[config.mk]
export PLATFORM = sky130hd
export DESIGN_NAME = tt_um_serial_adder
export DESIGN_NICKNAME = d
export VERILOG_FILES = /design/src/rtl/serial_adder_pkg.sv /design/src/rtl/serial_add_slice.sv /design/src/rtl/tt_um_serial_adder.sv
export SDC_FILE = /design/constraint.sdc
export NUM_CORES = 1
export LEC_CHECK = 0
export CAP_MARGIN = 20
export CORE_MARGIN = 2
export CORE_UTILIZATION = 30
export CTS_BUF_LIST = sky130_fd_sc_hd__clkbuf_2
export CTS_CLUSTER_SIZE = 30
export DETAILED_ROUTE_END_ITERATION = 8
export PLACE_DENSITY = 0.49
export SKIP_CTS_REPAIR_TIMING = 1
export SYNTH_ARGS = -nofsm -noshare
export SYNTH_HDL_FRONTEND = slang
export SYNTH_SLANG_ARGS = --single-unit
[constraint.sdc]
create_clock -name clk -period 2.5 [get_ports clk]
set_clock_uncertainty 0.15 [all_clocks]
set_input_delay 0.625 -clock clk [delete_from_list [all_inputs] [get_ports clk]]
set_output_delay 0.625 -clock clk [all_outputs]
set_load 0.03 [all_outputs]
[src/rtl/serial_adder_pkg.sv]
// Shared types and sizing helpers for the byte-loaded serial adder tile.
package serial_adder_pkg;

    typedef enum logic [1:0] {
        IDLE = 2'd0,
        RUN  = 2'd1,
        DONE = 2'd2
    } state_t;

    // Bit positions of the control pins on uio_in.
    localparam int CTRL_LOAD_A = 0;
    localparam int CTRL_LOAD_B = 1;
    localparam int CTRL_START  = 2;
    localparam int CTRL_NEXT   = 3;

    function automatic int nbytes(input int width);
        return width / 8;
    endfunction

    function automatic int nsteps(input int width, input int bpc);
        return width / bpc;
    endfunction

    function automatic int cnt_w(input int width, input int bpc);
        return (nsteps(width, bpc) > 1) ? $clog2(nsteps(width, bpc)) : 1;
    endfunction

    function automatic int ptr_w(input int width);
        return (nbytes(width) > 1) ? $clog2(nbytes(width)) : 1;
    endfunction

endpackage

[src/rtl/serial_add_slice.sv]
// Combinational N-bit ripple-carry full adder: one RUN step of the serial adder.
module serial_add_slice #(
    parameter int N = 1
) (
    input  logic [N-1:0] a,
    input  logic [N-1:0] b,
    input  logic         cin,
    output logic [N-1:0] sum,
    output logic         cout
);

    logic [N:0] carry_chain;

    // NOTE: every variable driven here gets a default first, so no path leaves it unassigned and no latch is inferred.
    always_comb begin
        carry_chain    = '0;
        sum            = '0;
        carry_chain[0] = cin;
        for (int i = 0; i < N; i++) begin
            sum[i]           = a[i] ^ b[i] ^ carry_chain[i];
            carry_chain[i+1] = (a[i] & b[i]) | (carry_chain[i] & (a[i] ^ b[i]));
        end
    end

    assign cout = carry_chain[N];

endmodule

[src/rtl/tt_um_serial_adder.sv]
// Tile-level serial adder: byte-wise operand load, multi-cycle A+B+cin, byte-wise readout.
module tt_um_serial_adder
    import serial_adder_pkg::*;
#(
    parameter int WIDTH          = 8,
    parameter int BITS_PER_CYCLE = 1
) (
    input  logic       clk,
    input  logic       rst_n,
    input  logic       ena,
    input  logic [7:0] ui_in,
    output logic [7:0] uo_out,
    input  logic [7:0] uio_in,
    output logic [7:0] uio_out,
    output logic [7:0] uio_oe
);

    localparam int NBYTES = nbytes(WIDTH);
    localparam int NSTEPS = nsteps(WIDTH, BITS_PER_CYCLE);
    localparam int CNT_W  = cnt_w(WIDTH, BITS_PER_CYCLE);
    localparam int PTR_W  = ptr_w(WIDTH);

    state_t state, state_nx;

    logic [3:0] sync1, sync2, ctrl_q, ctrl_rise;
    logic [WIDTH-1:0] a, b, wa, wb, ws, ws_nx, r, slice_ext;
    logic [BITS_PER_CYCLE-1:0] slice_sum;
    logic slice_cout, carry, cout_q, zero_q;
    logic [CNT_W-1:0] cnt;
    logic [PTR_W-1:0] ptr;
    logic start_go, last_step;
    logic unused_pins;

    assign unused_pins = &{1'b0, uio_in[7:4]};

    // NOTE: sequential state uses non-blocking assignments so every flop samples pre-edge values.
    always_ff @(posedge clk or negedge rst_n) begin
        if (!rst_n) begin
            sync1  <= '0;
            sync2  <= '0;
            ctrl_q <= '0;
        end else if (ena) begin
            sync1  <= uio_in[3:0];
            sync2  <= sync1;
            ctrl_q <= sync2;
        end
    end

    assign ctrl_rise = sync2 & ~ctrl_q;
    assign start_go  = ctrl_rise[CTRL_START] && (state != RUN);
    assign last_step = (state == RUN) && (cnt == CNT_W'(NSTEPS - 1));

    always_ff @(posedge clk or negedge rst_n) begin
        if (!rst_n) state <= IDLE;
        else if (ena) state <= state_nx;
    end

    always_comb begin
        state_nx = state;
        case (state)
            IDLE, DONE: if (ctrl_rise[CTRL_START]) state_nx = RUN;
            RUN:        if (last_step) state_nx = DONE;
            default:    state_nx = IDLE;
        endcase
    end

    serial_add_slice #(.N(BITS_PER_CYCLE)) u_slice (
        .a    (wa[BITS_PER_CYCLE-1:0]),
        .b    (wb[BITS_PER_CYCLE-1:0]),
        .cin  (carry),
        .sum  (slice_sum),
        .cout (slice_cout)
    );

    // New sum bits enter at the MSB end, so after NSTEPS shifts the LSBs sit at bit 0.
    assign slice_ext = WIDTH'(slice_sum);
    assign ws_nx     = (ws >> BITS_PER_CYCLE) | (slice_ext << (WIDTH - BITS_PER_CYCLE));

    always_ff @(posedge clk or negedge rst_n) begin
        if (!rst_n) begin
            a      <= '0;
            b      <= '0;
            wa     <= '0;
            wb     <= '0;
            ws     <= '0;
            r      <= '0;
            carry  <= 1'b0;
            cout_q <= 1'b0;
            zero_q <= 1'b0;
            cnt    <= '0;
            ptr    <= '0;
        end else if (ena) begin
            if (start_go) begin
                wa    <= a;
                wb    <= b;
                ws    <= '0;
                cnt   <= '0;
                carry <= ui_in[0];
            end else if (state != RUN) begin
                if (ctrl_rise[CTRL_LOAD_A]) a <= (a << 8) | WIDTH'(ui_in);
                if (ctrl_rise[CTRL_LOAD_B]) b <= (b << 8) | WIDTH'(ui_in);
            end

            if (state == RUN) begin
                wa    <= wa >> BITS_PER_CYCLE;
                wb    <= wb >> BITS_PER_CYCLE;
                ws    <= ws_nx;
                carry <= slice_cout;
                cnt   <= cnt + 1'b1;
                if (last_step) begin
                    r      <= ws_nx;
                    cout_q <= slice_cout;
                    zero_q <= (ws_nx == '0);
                end
            end

            // Completion rewinds the readout pointer even if next_byte fires on the same edge.
            if (last_step) ptr <= '0;
            else if (ctrl_rise[CTRL_NEXT])
                ptr <= (ptr == PTR_W'(NBYTES - 1)) ? '0 : ptr + 1'b1;
        end
    end

    logic [WIDTH-1:0] r_sel;
    assign r_sel   = r >> {ptr, 3'b000};
    assign uo_out  = r_sel[7:0];
    assign uio_out = {state == RUN, state == DONE, cout_q, zero_q, 4'b0000};
    assign uio_oe  = 8'hF0;

endmodule

# Yosys cells after proc, flatten, opt, wreduce, memory -nomap -nowiden
# Index checks and enable logic that the tools add are counted.
# classes
add_sub_neg	2
multipliers	0
div	0
n_lt_le_gt_ge	0
eq_ne	6
shift	1
n_mux	16
bitwise	9
reduce_logical	13
# ops
op	n
$mux W8	6
$logic_not A8 Y1	1
$or A7 B8 Y8	1
$reduce_and A4 Y1	2
$shr A8 B4 Y8	1
$mux W3	2
$reduce_and A3 Y1	2
$mux W1	5
$and A4 B4 Y4	1
$mux W2	2
$ne A2 B1 Y1 const B	2
$not A4 Y4	1
$pmux W2 S2	1
$reduce_and A2 Y1	2
$reduce_bool A2 Y1	2
$add A3 B1 Y3 const B	1
$eq A3 B3 Y1 const B	1
$and A1 B1 Y1	2
$eq A2 B1 Y1 const B	1
$eq A2 B2 Y1 const B	1
$logic_and A1 B1 Y1	2
$logic_not A2 Y1	1
$ne A2 B2 Y1 const B	1
$reduce_or A2 Y1	1
other kinds (4)	5
# totals
ff_bits	69
latch_bits	0
ram_bits	0
mem_bits_ro	0
input_bits	19
output_inout_bits	24
wordCells	62
memories	0

# Longest topological paths before layout
# Gate-level depths: netlist of the first run.
# logic_depth
word_depth	5
ltp_mapped	6
ltp_nobuf	5

# By module
# From an unflattened synthesis of the first run, not the netlist that was laid out.
# unflattened
hier_cells	190
area_unflattened_um2	2811.4
# modules_own_cells
module	instances	cells_per_inst	area_each_um2
tt_um_serial_adder	1	189	2791.4
serial_add_slice	1	1	20.0

# Worst setup path after synthesis of the first run
# OpenSTA, ideal clock, no wires.
# synth_path
path_kind	input port to flip-flop
startpoint	input port ena
endpoint	register b[0]
setup_ns	0.125
t_arrival_ns	1.533
t_required_ns	2.225
slack_ns	0.692
stages	4
n_path_buf	1
cell_sequence	buf_2 > nand3b_1 > nor3_4 > mux2_2
# synth_between
elab_chain_cells	1
# synth_lines
item	line_no	text
start, declared	tt_um_serial_adder.sv:10	input logic ena,
$reduce_and A4 Y1 (no line)	--	
end signal, assigned	tt_um_serial_adder.sv:101	if (ctrl_rise[CTRL_LOAD_B]) b <= (b << 8) | WIDTH'(ui_in);
end, declared	tt_um_serial_adder.sv:26	logic [WIDTH-1:0] a, b, wa, wb, ws, ws_nx, r, slice_ext;
# Every way passes these cells.
# A chain may end at the register's enable or synchronous reset.

# Worst setup path in the final report of the first run
# layout_path
startpoint	register zero_q
endpoint	output port uio_out[4]
# layout_rtl
item	line_no	text
start, declared	tt_um_serial_adder.sv:28	logic slice_cout, carry, cout_q, zero_q;
start signal, assigned	tt_um_serial_adder.sv:113	zero_q <= (ws_nx == '0);
end, declared	tt_um_serial_adder.sv:14	output logic [7:0] uio_out,
# No word-level cell between the ends.

==> results.tsv, run 1 <==
stage	metric	value	unit
critical_path	critical-path cell list	clkdlybuf4s50_1	
sta	Tcrit/Tclk final	94.3	%
synthesis	Synth area leaders	dfrtp_1 57%, mux2_2 26%, buf_4 4.0%	
route	DRC viols	0	
global_route	total grt overflow	0	
global_route	global-route usage over all layers	10.4	%
global_route	initial antenna violation count	0	
finish	antenna fix cells	0	
synthesis	most frequently used flop master after synthesis	dfrtp_1	
critical_path	CP startpoint kind	register	
die	Chip Width	101	um
sta	Final min period	2.36	ns
worst_hold_path	HP Class	in2async	
power_and_ir_drop	Power, Total	0.00368	W
finish	nets	252	
synthesis	synthesized cell area	2810	um2
synthesis	top post-synthesis cells by count	64 x dfrtp_1, 64 x mux2_2, 15 x buf_4	
critical_path	Worst Setup End Kind	primary output	
critical_path	family with the most delay on the worst path	buffers and inverters	
placement	DP HPWL	2.99	mm
clock_network	H-tree depth	3	
synthesis	Post-synth EDFFs	0	
route	initial DRC count	49	
placement	Cell Area, Placed	3180	um2
critical_path	crit path kind	reg2out	
clock_network	clock buffer count from CTS	9	
route	vias per inst	4.53	
clock_network	Worst-Skew Late Latency	0.51	ns
power_and_ir_drop	clock share of power	19.7	%
placement	Setup WS pre-CTS	0.136	ns
clock_network	clock tree buffer depth	2	
route	Via Count	1566	
route	final WL	4.72	mm
power_and_ir_drop	Net Sw Power	0.00115	W
placement	port buffer count	25	
finish	Design Area, Final	3390	um2
power_and_ir_drop	Max VDD drop	456	uV
sta	Hold Fails Final Rpt	0	
global_route	number of global-route vias before repair	1601	
die	core area	9150	um2
synthesis	Seq cells post-synth	64	
power_and_ir_drop	Lkg Pwr	1.55	nW
power_and_ir_drop	Logic pwr share	36.5	%
route	Routed Antenna Nets	0	
synthesis	Syn Inst Count	190	
power_and_ir_drop	design internal power	0.00254	W
synthesis	Ys Warns	0	
clock_network	CTS tree	yes	
synthesis	syn_area_per_cell	14.8	um2
route	Detailed Routing Iterations Pass 1	4	
critical_path	WP data arrival	1.58	ns
clock_network	Worst-path clk slew	0.21	ns
die	initial core utilization	30.7	%
critical_path	Buf/Inv on CP	1	
route	highest routed layer	met4	
critical_path	CP Data Required Time	1.73	ns
die	die area	10200	um2
finish	Area growth, synth to finish	20.6	%
synthesis	Unique masters post-synth	23	
sta	RSZ-0062 raised after global routing	false	
die	DIE HEIGHT	101	um
route	Avg WL per Cell	13.6	um
die	# IOs	43	
synthesis	async set-reset flop share out of synthesis	100	%
sta	Final Worst Setup Slack	0.143	ns
global_route	first-pass GRT wire length	8.00	mm
critical_path	Worst Path Max Fanout	2	
synthesis	Seq/Total Area, Yosys	57.0	%
synthesis	largest area contributor in the netlist	dfrtp_1	
power_and_ir_drop	Seq pwr share	43.8	%
route	met3 routed WL	257	um
power_and_ir_drop	P per Cell Area	1090	nW/um2
status	status	finished, final reports clean	
finish	fill count	867	
finish	layout cell share with drive strength beyond 1	43.8	%
sta	max-slew violations	0	
clock_network	Root Driver	clkbuf_2	
critical_path	slowest stage delay, CP	0.67	ns
route	M1 WL	2.20	mm
synthesis	Synth top area share	57.0	%
job	Max Cap Viol	0	
sta	Max Freq	0.424	GHz
die	row count	35	
sta	Final setup viols	0	
route	routed wl met2	2.17	mm
placement	gpl congestion	0.653	
critical_path	critical path's slowest cell	clkdlybuf4s50_1	
power_and_ir_drop	switch share	31.1	%
clock_network	clock sinks	64	
sta	setup TNS	0	ns
global_route	largest net degree at the start of global routing	60	
[power by group through the flow]
stage	registers [W]	logic (W)	clock network (W)
2_1_floorplan	0.00165	0.000937	0
3_3_place_gp	0.00164	0.00125	0
3_5_place_dp	0.00164	0.00127	0
4_1_cts	0.00162	0.00127	0.000758
5_1_grt	0.00167	0.00147	0.000803
6_report	0.00161	0.00134	0.000724
[cells in the final DEF (no fill, tap or decap), types with 2 or more instances in the layout]
| master | synthesis | final |
|---|---|---|
| mux2_2 | 64 | 64 |
| dfrtp_1 | 64 | 64 |
| clkdlybuf4s50_1 | 0 | 22 |
| buf_4 | 15 | 13 |
| a22o_1 | 12 | 12 |
| conb_1 | 2 | 12 |
| clkbuf_2 | 0 | 9 |
| o21ai_0 | 4 | 4 |
| buf_12 | 0 | 4 |
| nand3b_1 | 3 | 3 |
| nand2_1 | 3 | 3 |
| nor3_4 | 2 | 2 |
| nor4_1 | 2 | 2 |
| ha_1 | 2 | 2 |
| clkinv_2 | 0 | 2 |
| bufinv_16 | 0 | 2 |
[cell type report]
| class | count | area, um2 | area share, % |
|---|---|---|---|
| Clock buffer | 9 | 45.0 | 1.33 |
| Clock inverter | 7 | 95.1 | 2.81 |
| Multi-Input combinational cell | 113 | 1080 | 32.0 |
| Sequential cell | 64 | 1600 | 47.3 |
| Tap cell | 111 | 139 | 4.10 |
| Timing Repair Buffer | 42 | 425 | 12.6 |
[flip-flops by register name, summed over array words and instances (netlist names)]
name / count
b: 8
wa: 8
wb: 8
sync2: 3
r: 8
ws: 7
a: 8
state: 2
cnt: 3
zero_q: 1
sync1: 3
cout_q: 1
carry: 1
ctrl_q: 3
[path summary, 6_finish.rpt]
path                            startpoint         end  slack, ns  cells past startpoint
worst min register to register        b[7]       wb[7]       0.35                      1
min in group clk                      b[7]       wb[7]       0.35                      1
worst max-delay path                zero_q  uio_out[4]       0.14                      1
worst min-delay path                 rst_n        r[5]       0.29                      2
max in group asynchronous            rst_n        a[7]       1.31                      3
worst max register to register    state[0]       wa[6]       0.51                      5
[worst register-to-register path, cell delays in order (launching register included)]
cell	delay, ns
dfrtp_1	0.47
nor2b_4	0.33
buf_4	0.19
buf_4	0.15
mux2_2	0.33
mux2_2	0.26
[per-stage QoR]
stage,instances,hold WS [ns],utilization (%)
after global placement,321,0.322,34.7
after detailed placement,321,0.329,34.7
after floorplan,200,0.179,-
after CTS,337,-0.275,36.2
final,346,0.289,37.0
after global routing,346,0.244,37.0
[per-layer routing]
metal / vias to the layer above / global-route usage [%]
met2: 36 / 15.4
li1: 732 / -
met4: 0 / 4.43
met3: 8 / 4.02
met5: - / 0
met1: 790 / 13.5
[logic make-up (layout without fill, tap and decap cells)]
logic type,after synthesis,after routing,synth area share [%]
other,2,12,0.267
AO/OA/AOI/OAI,17,17,4.76
AND/OR/NAND/NOR,16,16,4.54
buffers and inverters,23,58,5.83
flip-flops,64,64,57.0
multiplexers,65,65,26.0
adder cells (fa/ha/maj),3,3,1.60
No activity file was read; power rests on OpenSTA's default activity.
==> run 2: changes to the inputs <==
- CORE_MARGIN: 2 -> unset
==> run 2 against run 1 <==
Sequential power about the same; cell area down 1.7%; die area is 3.9% lower; worst hold slack improved by 0.061 ns; critical path type unchanged.
==> results.tsv, run 2 (synthesized netlist as in run 1, its figures left out) <==
stage	metric	value	unit
placement	placed cells	321	
power_and_ir_drop	switch share	31.6	%
die	Chip Width	98.8	um
placement	Cell Area, Placed	3180	um2
power_and_ir_drop	Net Sw Power	0.00110	W
sta	setup TNS	0	ns
route	initial DRC count	34	
sta	max-slew violations	0	
route	Avg WL per Cell	13.4	um
finish	layout cell share with drive strength beyond 1	43.6	%
finish	register area	1600	um2
power_and_ir_drop	Max VDD drop	482	uV
finish	nets	251	
critical_path	Worst Setup End Kind	primary output	
global_route	first-pass GRT wire length	7.97	mm
clock_network	CTS tree	yes	
power_and_ir_drop	Seq pwr share	46.1	%
power_and_ir_drop	Logic pwr share	37.3	%
power_and_ir_drop	design internal power	0.00239	W
route	Detailed Routing Iterations Pass 1	4	
die	die area	9760	um2
sta	Final min period	2.31	ns
clock_network	clock buffer count from CTS	9	
critical_path	critical-path cell list	clkdlybuf4s50_1	
critical_path	CP Data Required Time	1.73	ns
sta	Max Freq	0.433	GHz
finish	Util after Layout	37.5	%
global_route	initial antenna violation count	0	
placement	DP HPWL	2.97	mm
power_and_ir_drop	clock share of power	16.6	%
global_route	global-route usage over all layers	10.9	%
power_and_ir_drop	P per Cell Area	1050	nW/um2
critical_path	crit path kind	reg2out	
status	status	finished, final reports clean	
finish	multi-input logic area	1080	um2
route	Via Count	1548	
finish	Non-Filler Instances	342	
sta	Final setup viols	0	
critical_path	Worst Path Max Fanout	2	
route	Routed Antenna Nets	0	
sta	Hold Fails Final Rpt	0	
die	initial core utilization	31.6	%
die	row count	34	
clock_network	Root Driver	clkbuf_2	
placement	port buffer count	25	
clock_network	H-tree depth	3	
finish	Area growth, synth to finish	18.6	%
power_and_ir_drop	Lkg Pwr	1.53	nW
global_route	total grt overflow	0	
clock_network	clock sinks	64	
finish	antenna fix cells	0	
clock_network	clock tree buffer depth	2	
critical_path	CP startpoint kind	register	
global_route	number of global-route vias before repair	1592	
worst_hold_path	HP Class	reg2reg	
critical_path	Buf/Inv on CP	1	
job	Max Cap Viol	0	
route	vias per inst	4.53	
global_route	largest net degree at the start of global routing	65	
clock_network	Worst-path clk slew	0.18	ns
die	core area	8890	um2
finish	Design Area, Final	3330	um2
die	# IOs	43	
power_and_ir_drop	Power, Total	0.00349	W
clock_network	Worst-Skew Late Latency	0.48	ns
route	final WL	4.59	mm
placement	gpl congestion	0.654	
sta	Tcrit/Tclk final	92.4	%
sta	RSZ-0062 raised after global routing	false	
die	DIE HEIGHT	98.8	um
critical_path	WP data arrival	1.54	ns
critical_path	slowest stage delay, CP	0.67	ns
critical_path	critical path's slowest cell	clkdlybuf4s50_1	
finish	fill count	863	
critical_path	family with the most delay on the worst path	buffers and inverters	
route	DRC viols	0	
finish	most frequent cells in the layout	64 x mux2_2, 64 x dfrtp_1, 22 x clkdlybuf4s50_1	
run 2: cell types whose count changed in the layout (fill, tap and decap cells not counted), sizes merged:
cell,before,now
buf,18,17
inv,1,0
bufinv,2,1
clkinv,3,5
run 2: final cells by class:
class                   instances  share of cell area (%)
flip-flops and latches         64                    48.0
multi-input cells             113                    32.5
repair buffers                 41                    12.2
well taps                     108                    4.05
clock inverters                 7                    1.88
clock buffers                   9                    1.35
run 2: through the flow:
step	hold WS [ns]	setup WS [ns]
global route	0.394	0.0802
global placement	0.317	0.224
CTS	-0.0690	-0.150
floorplan	0.179	0.692
detailed placement	0.320	0.230
finish	0.350	0.190
run 2: worst reg2reg max path, delay by kind of cell (launching register included):
family | cells | cell delay (ns)
buffers and inverters | 2 | 0.35
AND/OR/NAND/NOR | 1 | 0.32
multiplexers | 2 | 0.57
flip-flops | 1 | 0.45
run 2: power groups by stage:
stage | logic, W | registers [W] | clock network [W]
after detailed placement | 0.00128 | 0.00164 | 0
after floorplan | 0.000937 | 0.00165 | 0
after CTS | 0.00128 | 0.00162 | 0.000627
after global routing | 0.00143 | 0.00167 | 0.000661
after global placement | 0.00126 | 0.00163 | 0
final | 0.00130 | 0.00161 | 0.000581
run 2: routing by layer:
layer	wire length, um	up-vias	GRT usage [%]
met5	0	-	0
met4	85	0	5.51
met3	199	9	3.90
met2	2040	37	16.2
met1	2270	766	14.1
li1	-	736	-
run 2: worst paths after layout:
check	from	endpoint	slack, ns	depth (start not counted)
min reg2reg	zero_q	zero_q	0.35	2
min	zero_q	zero_q	0.35	2
max	r[6]	uo_out[6]	0.19	1
max in group asynchronous	rst_n	a[1]	1.39	3
min in group asynchronous	rst_n	r[0]	0.51	3
max reg2reg	state[0]	wb[0]	0.56	5
